--- config.mk ---
export PLATFORM = sky130hd
export DESIGN_NAME = data_source_flat
export DESIGN_NICKNAME = d
export VERILOG_FILES = /design/src/rtl/data_source_pkg.sv /design/src/rtl/axi4s_if.sv /design/src/rtl/data_source.sv /design/src/flat_wrapper.sv
export SDC_FILE = /design/constraint.sdc
export NUM_CORES = 1
export LEC_CHECK = 0
export BUFFER_PORTS_ARGS = -buffer_cell sky130_fd_sc_hd__buf_2
export CAP_MARGIN = 20
export CORE_UTILIZATION = 43
export CTS_BUF_LIST = sky130_fd_sc_hd__clkbuf_4 sky130_fd_sc_hd__clkbuf_8 sky130_fd_sc_hd__clkbuf_16
export DETAILED_ROUTE_END_ITERATION = 10
export PLACE_DENSITY = 0.73
export SYNTH_ARGS = -nofsm -noshare
export SYNTH_HDL_FRONTEND = slang
export SYNTH_SLANG_ARGS = --single-unit
--- constraint.sdc ---
create_clock -name ACLK -period 7.3 [get_ports ACLK]
set_clock_uncertainty 0.05 [all_clocks]
set_input_delay 2.19 -clock ACLK [delete_from_list [all_inputs] [get_ports ACLK]]
set_output_delay 2.19 -clock ACLK [all_outputs]
set_load 0.05 [all_outputs]
--- src/rtl/data_source_pkg.sv ---
// rtl/data_source_pkg.sv - shared types and default widths for the framed traffic generator
package data_source_pkg;

    typedef enum logic [1:0] {IDLE, SEND, GAP, FINISH} src_state_t;

    localparam int DEF_DATA_WIDTH = 32;
    localparam int DEF_LEN_WIDTH  = 16;

endpackage

--- src/rtl/axi4s_if.sv ---
// rtl/axi4s_if.sv - stream bundle shared by the traffic source and sink
interface axi4s_if
    import data_source_pkg::*;
#(
    parameter int DATA_WIDTH = DEF_DATA_WIDTH
) ();

    logic                  tvalid;
    logic [DATA_WIDTH-1:0] tdata;
    logic                  tlast;
    logic                  tready;

    modport master (output tvalid, output tdata, output tlast, input tready);
    modport slave  (input tvalid, input tdata, input tlast, output tready);

endinterface

--- src/rtl/data_source.sv ---
// rtl/data_source.sv - generates a run of framed packets carrying an incrementing word sequence
module data_source #(
    parameter int DATA_WIDTH = data_source_pkg::DEF_DATA_WIDTH,
    parameter int LEN_WIDTH  = data_source_pkg::DEF_LEN_WIDTH
) (
    input  logic                  ACLK,
    input  logic                  ARESETN,
    input  logic                  START,
    input  logic [DATA_WIDTH-1:0] SEED,
    input  logic [LEN_WIDTH-1:0]  PKT_LEN,
    input  logic [LEN_WIDTH-1:0]  NUM_PKTS,
    input  logic [LEN_WIDTH-1:0]  GAP,
    output logic                  BUSY,
    output logic                  DONE,
    output logic [LEN_WIDTH-1:0]  PKT_CNT,
    axi4s_if.master               AXIS_PORT
);

    localparam logic [1:0] ST_IDLE   = data_source_pkg::IDLE;
    localparam logic [1:0] ST_SEND   = data_source_pkg::SEND;
    localparam logic [1:0] ST_GAP    = data_source_pkg::GAP;
    localparam logic [1:0] ST_FINISH = data_source_pkg::FINISH;

    localparam logic [LEN_WIDTH-1:0]  L_ONE = LEN_WIDTH'(1);
    localparam logic [DATA_WIDTH-1:0] D_ONE = DATA_WIDTH'(1);

    logic [1:0]            state;
    logic                  tvalid_q;
    logic [DATA_WIDTH-1:0] tdata_q;
    logic                  tlast_q;
    logic                  busy_q;
    logic                  done_q;
    logic [LEN_WIDTH-1:0]  pkt_cnt_q;
    logic [LEN_WIDTH-1:0]  len_q;
    logic [LEN_WIDTH-1:0]  num_q;
    logic [LEN_WIDTH-1:0]  gap_q;
    logic [LEN_WIDTH-1:0]  beat_cnt;
    logic [LEN_WIDTH-1:0]  gap_cnt;
    logic [LEN_WIDTH-1:0]  eff_len;

    assign eff_len = (PKT_LEN == '0) ? L_ONE : PKT_LEN;

    always_ff @(posedge ACLK or negedge ARESETN) begin
        if (!ARESETN) begin
            state     <= ST_IDLE;
            tvalid_q  <= 1'b0;
            tdata_q   <= '0;
            tlast_q   <= 1'b0;
            busy_q    <= 1'b0;
            done_q    <= 1'b0;
            pkt_cnt_q <= '0;
            len_q     <= '0;
            num_q     <= '0;
            gap_q     <= '0;
            beat_cnt  <= '0;
            gap_cnt   <= '0;
        end else begin
            done_q <= 1'b0;
            case (state)
                ST_IDLE: begin
                    if (START) begin
                        tdata_q   <= SEED;
                        len_q     <= eff_len;
                        num_q     <= NUM_PKTS;
                        gap_q     <= GAP;
                        pkt_cnt_q <= '0;
                        beat_cnt  <= '0;
                        busy_q    <= 1'b1;
                        if (NUM_PKTS == '0) begin
                            state <= ST_FINISH;
                        end else begin
                            state    <= ST_SEND;
                            tvalid_q <= 1'b1;
                            tlast_q  <= (eff_len == L_ONE);
                        end
                    end
                end
                ST_SEND: begin
                    if (AXIS_PORT.tready) begin
                        tdata_q <= tdata_q + D_ONE;
                        if (tlast_q) begin
                            pkt_cnt_q <= pkt_cnt_q + L_ONE;
                            beat_cnt  <= '0;
                            if (pkt_cnt_q + L_ONE == num_q) begin
                                // DONE is raised on the way into FINISH so it lands right after the last beat
                                state    <= ST_FINISH;
                                tvalid_q <= 1'b0;
                                tlast_q  <= 1'b0;
                                done_q   <= 1'b1;
                                busy_q   <= 1'b0;
                            end else if (gap_q != '0) begin
                                state    <= ST_GAP;
                                tvalid_q <= 1'b0;
                                tlast_q  <= 1'b0;
                                gap_cnt  <= L_ONE;
                            end else begin
                                tlast_q <= (len_q == L_ONE);
                            end
                        end else begin
                            beat_cnt <= beat_cnt + L_ONE;
                            tlast_q  <= (beat_cnt + L_ONE == len_q - L_ONE);
                        end
                    end
                end
                ST_GAP: begin
                    if (gap_cnt == gap_q) begin
                        state    <= ST_SEND;
                        tvalid_q <= 1'b1;
                        tlast_q  <= (len_q == L_ONE);
                    end else begin
                        gap_cnt <= gap_cnt + L_ONE;
                    end
                end
                default: begin
                    // An empty run arrives here still busy and pulses DONE from this state instead
                    if (busy_q) begin
                        done_q <= 1'b1;
                        busy_q <= 1'b0;
                    end else begin
                        state <= ST_IDLE;
                    end
                end
            endcase
        end
    end

    assign AXIS_PORT.tvalid = tvalid_q;
    assign AXIS_PORT.tdata  = tdata_q;
    assign AXIS_PORT.tlast  = tlast_q;
    assign BUSY             = busy_q;
    assign DONE             = done_q;
    assign PKT_CNT          = pkt_cnt_q;

endmodule

--- src/flat_wrapper.sv ---
// flat-port wrapper written by rule: the top's interface ports become plain ports
module data_source_flat 
#(
    parameter int DATA_WIDTH = data_source_pkg::DEF_DATA_WIDTH,
    parameter int LEN_WIDTH  = data_source_pkg::DEF_LEN_WIDTH
)
  (ACLK, ARESETN, START, SEED, PKT_LEN, NUM_PKTS, GAP, BUSY, DONE, PKT_CNT, AXIS_PORT_tvalid, AXIS_PORT_tdata, AXIS_PORT_tlast, AXIS_PORT_tready);
  axi4s_if #(.DATA_WIDTH(DATA_WIDTH)) AXIS_PORT_i ();
  input  logic ACLK;
  input  logic ARESETN;
  input  logic START;
  input  logic [DATA_WIDTH-1:0] SEED;
  input  logic [LEN_WIDTH-1:0] PKT_LEN;
  input  logic [LEN_WIDTH-1:0] NUM_PKTS;
  input  logic [LEN_WIDTH-1:0] GAP;
  output logic BUSY;
  output logic DONE;
  output logic [LEN_WIDTH-1:0] PKT_CNT;
  output wire logic [$bits(AXIS_PORT_i.tvalid)-1:0] AXIS_PORT_tvalid;
  output wire logic [$bits(AXIS_PORT_i.tdata)-1:0] AXIS_PORT_tdata;
  output wire logic [$bits(AXIS_PORT_i.tlast)-1:0] AXIS_PORT_tlast;
  input wire logic [$bits(AXIS_PORT_i.tready)-1:0] AXIS_PORT_tready;
  assign AXIS_PORT_tvalid = AXIS_PORT_i.tvalid;
  assign AXIS_PORT_tdata = AXIS_PORT_i.tdata;
  assign AXIS_PORT_tlast = AXIS_PORT_i.tlast;
  assign AXIS_PORT_i.tready = AXIS_PORT_tready;
  data_source #(.DATA_WIDTH(DATA_WIDTH), .LEN_WIDTH(LEN_WIDTH)) u_core (.ACLK(ACLK), .ARESETN(ARESETN), .START(START), .SEED(SEED), .PKT_LEN(PKT_LEN), .NUM_PKTS(NUM_PKTS), .GAP(GAP), .BUSY(BUSY), .DONE(DONE), .PKT_CNT(PKT_CNT), .AXIS_PORT(AXIS_PORT_i));
endmodule
==> metrics.txt <==
VDD IR-drop max=roughly 230 uV; CTS H-tree lvls=4; critical-path cell list=buf_2 -> o22ai_1 -> nor2_1 -> nand2_1 -> a21oi_1 -> o21ai_0 -> o31ai_1; DPL Wire Length=15100 um; Clock Latency Late Sink=0.42 ns; Core Area=between 0.015 and 0.02 mm2; Initial Util=43.9%; Global Route Usage Sum=22.4%; Flop pwr share=roughly 30%; Gate Count Post-Synth=~900; largest net degree at the start of global routing=86; cts repair resizes=0; Clk pwr share=22.5%; CP bufs+invs=1; TritonCTS clock tree=yes; final antenna-violating net count=0; I/O pin count=around 140; Hold Crit Class=reg2reg; Seq/Total Area, Yosys=40.8%; Post-synth EDFFs=0; final hold slack=0.469 ns; max-cap violations=0; # Post-CTS Setup Buffers=0; Crit Path Category=in2reg; met1 Resource Use GR=between 30% and 40%; die width=approximately 140 um; register bit total from synthesis=approximately 130; # DRC=0; Starting DRT DRC Count=567; vias=7331; final setup vio count=0; Multi-input gate area=0.00464 mm2; port bufs=roughly 140; Die ar.=0.0197 mm2; mean post-synth cell area=9.25 um2; via/cell ratio=5.86; Final Max Tran Viols=0; share of layout cells above drive strength 1=23.4%; Root Buffer=clkbuf_16; Ys Warns=0; clock sink total=134; CP required=7.52 ns; Fill cells=1680; Sw Pwr=1.98 mW; first-pass GRT wire length=35000 um; Worst path top cell family by delay=compound AO/OA/AOI/OAI gates; crit path DAT=4.43 ns; Tcrit/Tclk final=a little under three fifths; Net Count, Synth=982; worst hold path cell count=1; initial antenna violation count=0; nature of the critical path endpoint=flop; f_max=238 MHz; synthesized cell area=0.00821 mm2; Pwr Total=4.42 mW; Rel. slew slack=24.8%; Comb power frac=46.9%; RSZ-0062 raised after global routing=no; Power per Cell Area=454 mW/mm2; CTS buffer count=17; NumNets Final=1100; drt pass-1 iters=7; clock-pin transition on the worst setup and hold timing paths=0.05 ns; WL per Instance=16.9 um; Int Pwr=~2.4 mW; area delta synth->final=18.8%; grt peak-use layer=met2; R2R depth=10; total gr overflow=0; Slowest-stage cell, CP=o22ai_1; Worst-Margin Slew=~1.1 ns; met3 Use GR=under 10%; CP startpoint kind=input pin; outcome=finished, final reports clean; WL final=21200 um; CP max FO=23; GR Util met2=34.8%; number of diodes=0; switching share of power=44.7%; CTS Buffer Depth=2; Storage cell area=approximately 0.0034 mm2; max incr delay on CP=0.71 ns; TNS Setup=0 ns; post-layout min period=around 4.2 ns; number of global-route vias before repair=6791; WP depth=7; Hold Buf Count CTS=0; final hold vios=0; Core Rows=50; Final Wtd Congestion=between 0.8 and 0.9; Synth cell types=64; Die Y-Extent=around 140 um; ys flop type=dfrtp_1; Leak=between 4 and 5 nW; Post-synth ARST share=100%
==> path summary, 6_finish.rpt <==
check / start / endpoint / slack (ns)
worst max-delay path: START / u_core.PKT_CNT[5]$_DFFE_PN0P_ / 3.10
min in group asynchronous: ARESETN / u_core.AXIS_PORT.tdata[26]$_DFFE_PN0P_ / 1.78
worst min-delay path: u_core.beat_cnt[15]$_DFFE_PN0P_ / u_core.beat_cnt[15]$_DFFE_PN0P_ / 0.47
worst min register to register: u_core.beat_cnt[15]$_DFFE_PN0P_ / u_core.beat_cnt[15]$_DFFE_PN0P_ / 0.47
max in group asynchronous: ARESETN / u_core.num_q[5]$_DFFE_PN0P_ / 4.20
worst max register to register: u_core.state[1]$_DFFE_PN0P_ / u_core.PKT_CNT[5]$_DFFE_PN0P_ / 3.24
==> cell families (layout without fill, tap and decap cells) <==
group / Yosys count / count (layout) / synth area share (%)
DFF: 134 / 134 / 40.8
adders and majority gates: 10 / 10 / 1.52
AOI/OAI and AO/OA: 195 / 195 / 14.3
and+or+nand+nor: 337 / 337 / 21.8
muxes: 81 / 81 / 10.7
buffers and inverters: 57 / 187 / 2.83
xor gates and xnor gates: 74 / 74 / 8.08
==> per-stage QoR <==
step | instances | cell area [um2] | utilization, % | worst slack, ns
floorplan | 888 | 8210 | - | 3.52
global placement | 1221 | 9070 | 48.5 | 2.90
detailed placement | 1221 | 9070 | 48.5 | 2.70
CTS | 1252 | 9750 | 52.1 | 3.12
global route | 1252 | 9750 | 52.1 | 2.86
finish | 1252 | 9750 | 52.1 | 3.10
==> synth_stat cells, drive strengths merged (4+ instances only) <==
| cell | instances | share of area, % |
|---|---|---|
| a211oi | 4 | 0.37 |
| nand3 | 62 | 3.8 |
| and3 | 18 | 1.4 |
| a31oi | 9 | 0.69 |
| o31ai | 16 | 1.5 |
| and2 | 5 | 0.38 |
| dfrtp | 134 | 41 |
| and4 | 7 | 0.75 |
| nor4 | 26 | 2.2 |
| nand4 | 15 | 1.6 |
| or4 | 5 | 0.46 |
| nand2 | 102 | 4.7 |
| clkbuf | 30 | 1.4 |
| a21oi | 46 | 2.8 |
| o21ai | 68 | 4.1 |
| nor2 | 33 | 1.7 |
| mux2 | 50 | 6.9 |
| xnor2 | 41 | 4.4 |
| ha | 10 | 1.5 |
| buf | 11 | 0.73 |
| or3 | 7 | 0.53 |
| nor3b | 6 | 0.61 |
| inv | 16 | 0.73 |
| mux2i | 31 | 3.8 |
| nor3 | 33 | 2.0 |
| o22ai | 29 | 2.2 |
| xor2 | 32 | 3.4 |
==> sequential cells by signal, indices dropped and copies added, names as in the netlist <==
register	flops
u_core.AXIS_PORT.tdata	32
u_core.PKT_CNT	16
u_core.beat_cnt	16
u_core.gap_cnt	16
u_core.gap_q	16
u_core.len_q	16
u_core.num_q	16
u_core.state	2
u_core.AXIS_PORT.tlast	1
u_core.AXIS_PORT.tvalid	1
u_core.BUSY	1
u_core.DONE	1
==> power by group through the flow <==
stage	registers [mW]	logic (mW)	clock network, mW
final	1.36	2.07	0.995
after floorplan	1.64	1.28	0
after global placement	1.35	2.03	0
after CTS	1.35	2.08	1.01
after detailed placement	1.36	2.07	0
after global routing	1.40	2.26	1.04
==> worst register-to-register path, delay by kind of cell (launching register included) <==
kind            cells  cell delay, ns
compound gates      4            1.27
flops               1            0.40
fa+ha+maj           1            0.31
simple gates        2            0.96
buf+inv             3            0.93
==> metal layers <==
metal / part of all wire [%] / wire, um
met4: 2.0 / 418
met3: 5.1 / 1080
met1: 47 / 9940
met2: 46 / 9750
met5: 0 / 0
==> layout by cell type, fill, tap and decap left out, drive strengths merged, types with 6 or more instances in the layout <==
master | netlist | final
nand2 | 102 | 102
a31oi | 9 | 9
xnor2 | 41 | 41
nor2 | 33 | 33
o22ai | 29 | 29
a21oi | 46 | 46
bufinv | 0 | 6
buf | 11 | 140
xor2 | 32 | 32
o21ai | 68 | 68
dfrtp | 134 | 134
o31ai | 16 | 16
nor4 | 26 | 26
nand4 | 15 | 15
and4 | 7 | 7
or3 | 7 | 7
clkbuf | 30 | 23
ha | 10 | 10
nor3 | 33 | 33
inv | 16 | 16
and3 | 18 | 18
mux2i | 31 | 31
nor3b | 6 | 6
mux2 | 50 | 50
nand3 | 62 | 62
==> layout make-up <==
| cell class | count | area share, % |
|---|---|---|
| clock inverter | 8 | 1.99 |
| multi-input combinational | 697 | 47.6 |
| inverter | 16 | 0.616 |
| clock buffer | 23 | 5.02 |
| sequential | 134 | 34.4 |
| timing repair buffer | 140 | 7.38 |
| tap | 234 | 3.00 |
Power figures use the tool's default switching activity.
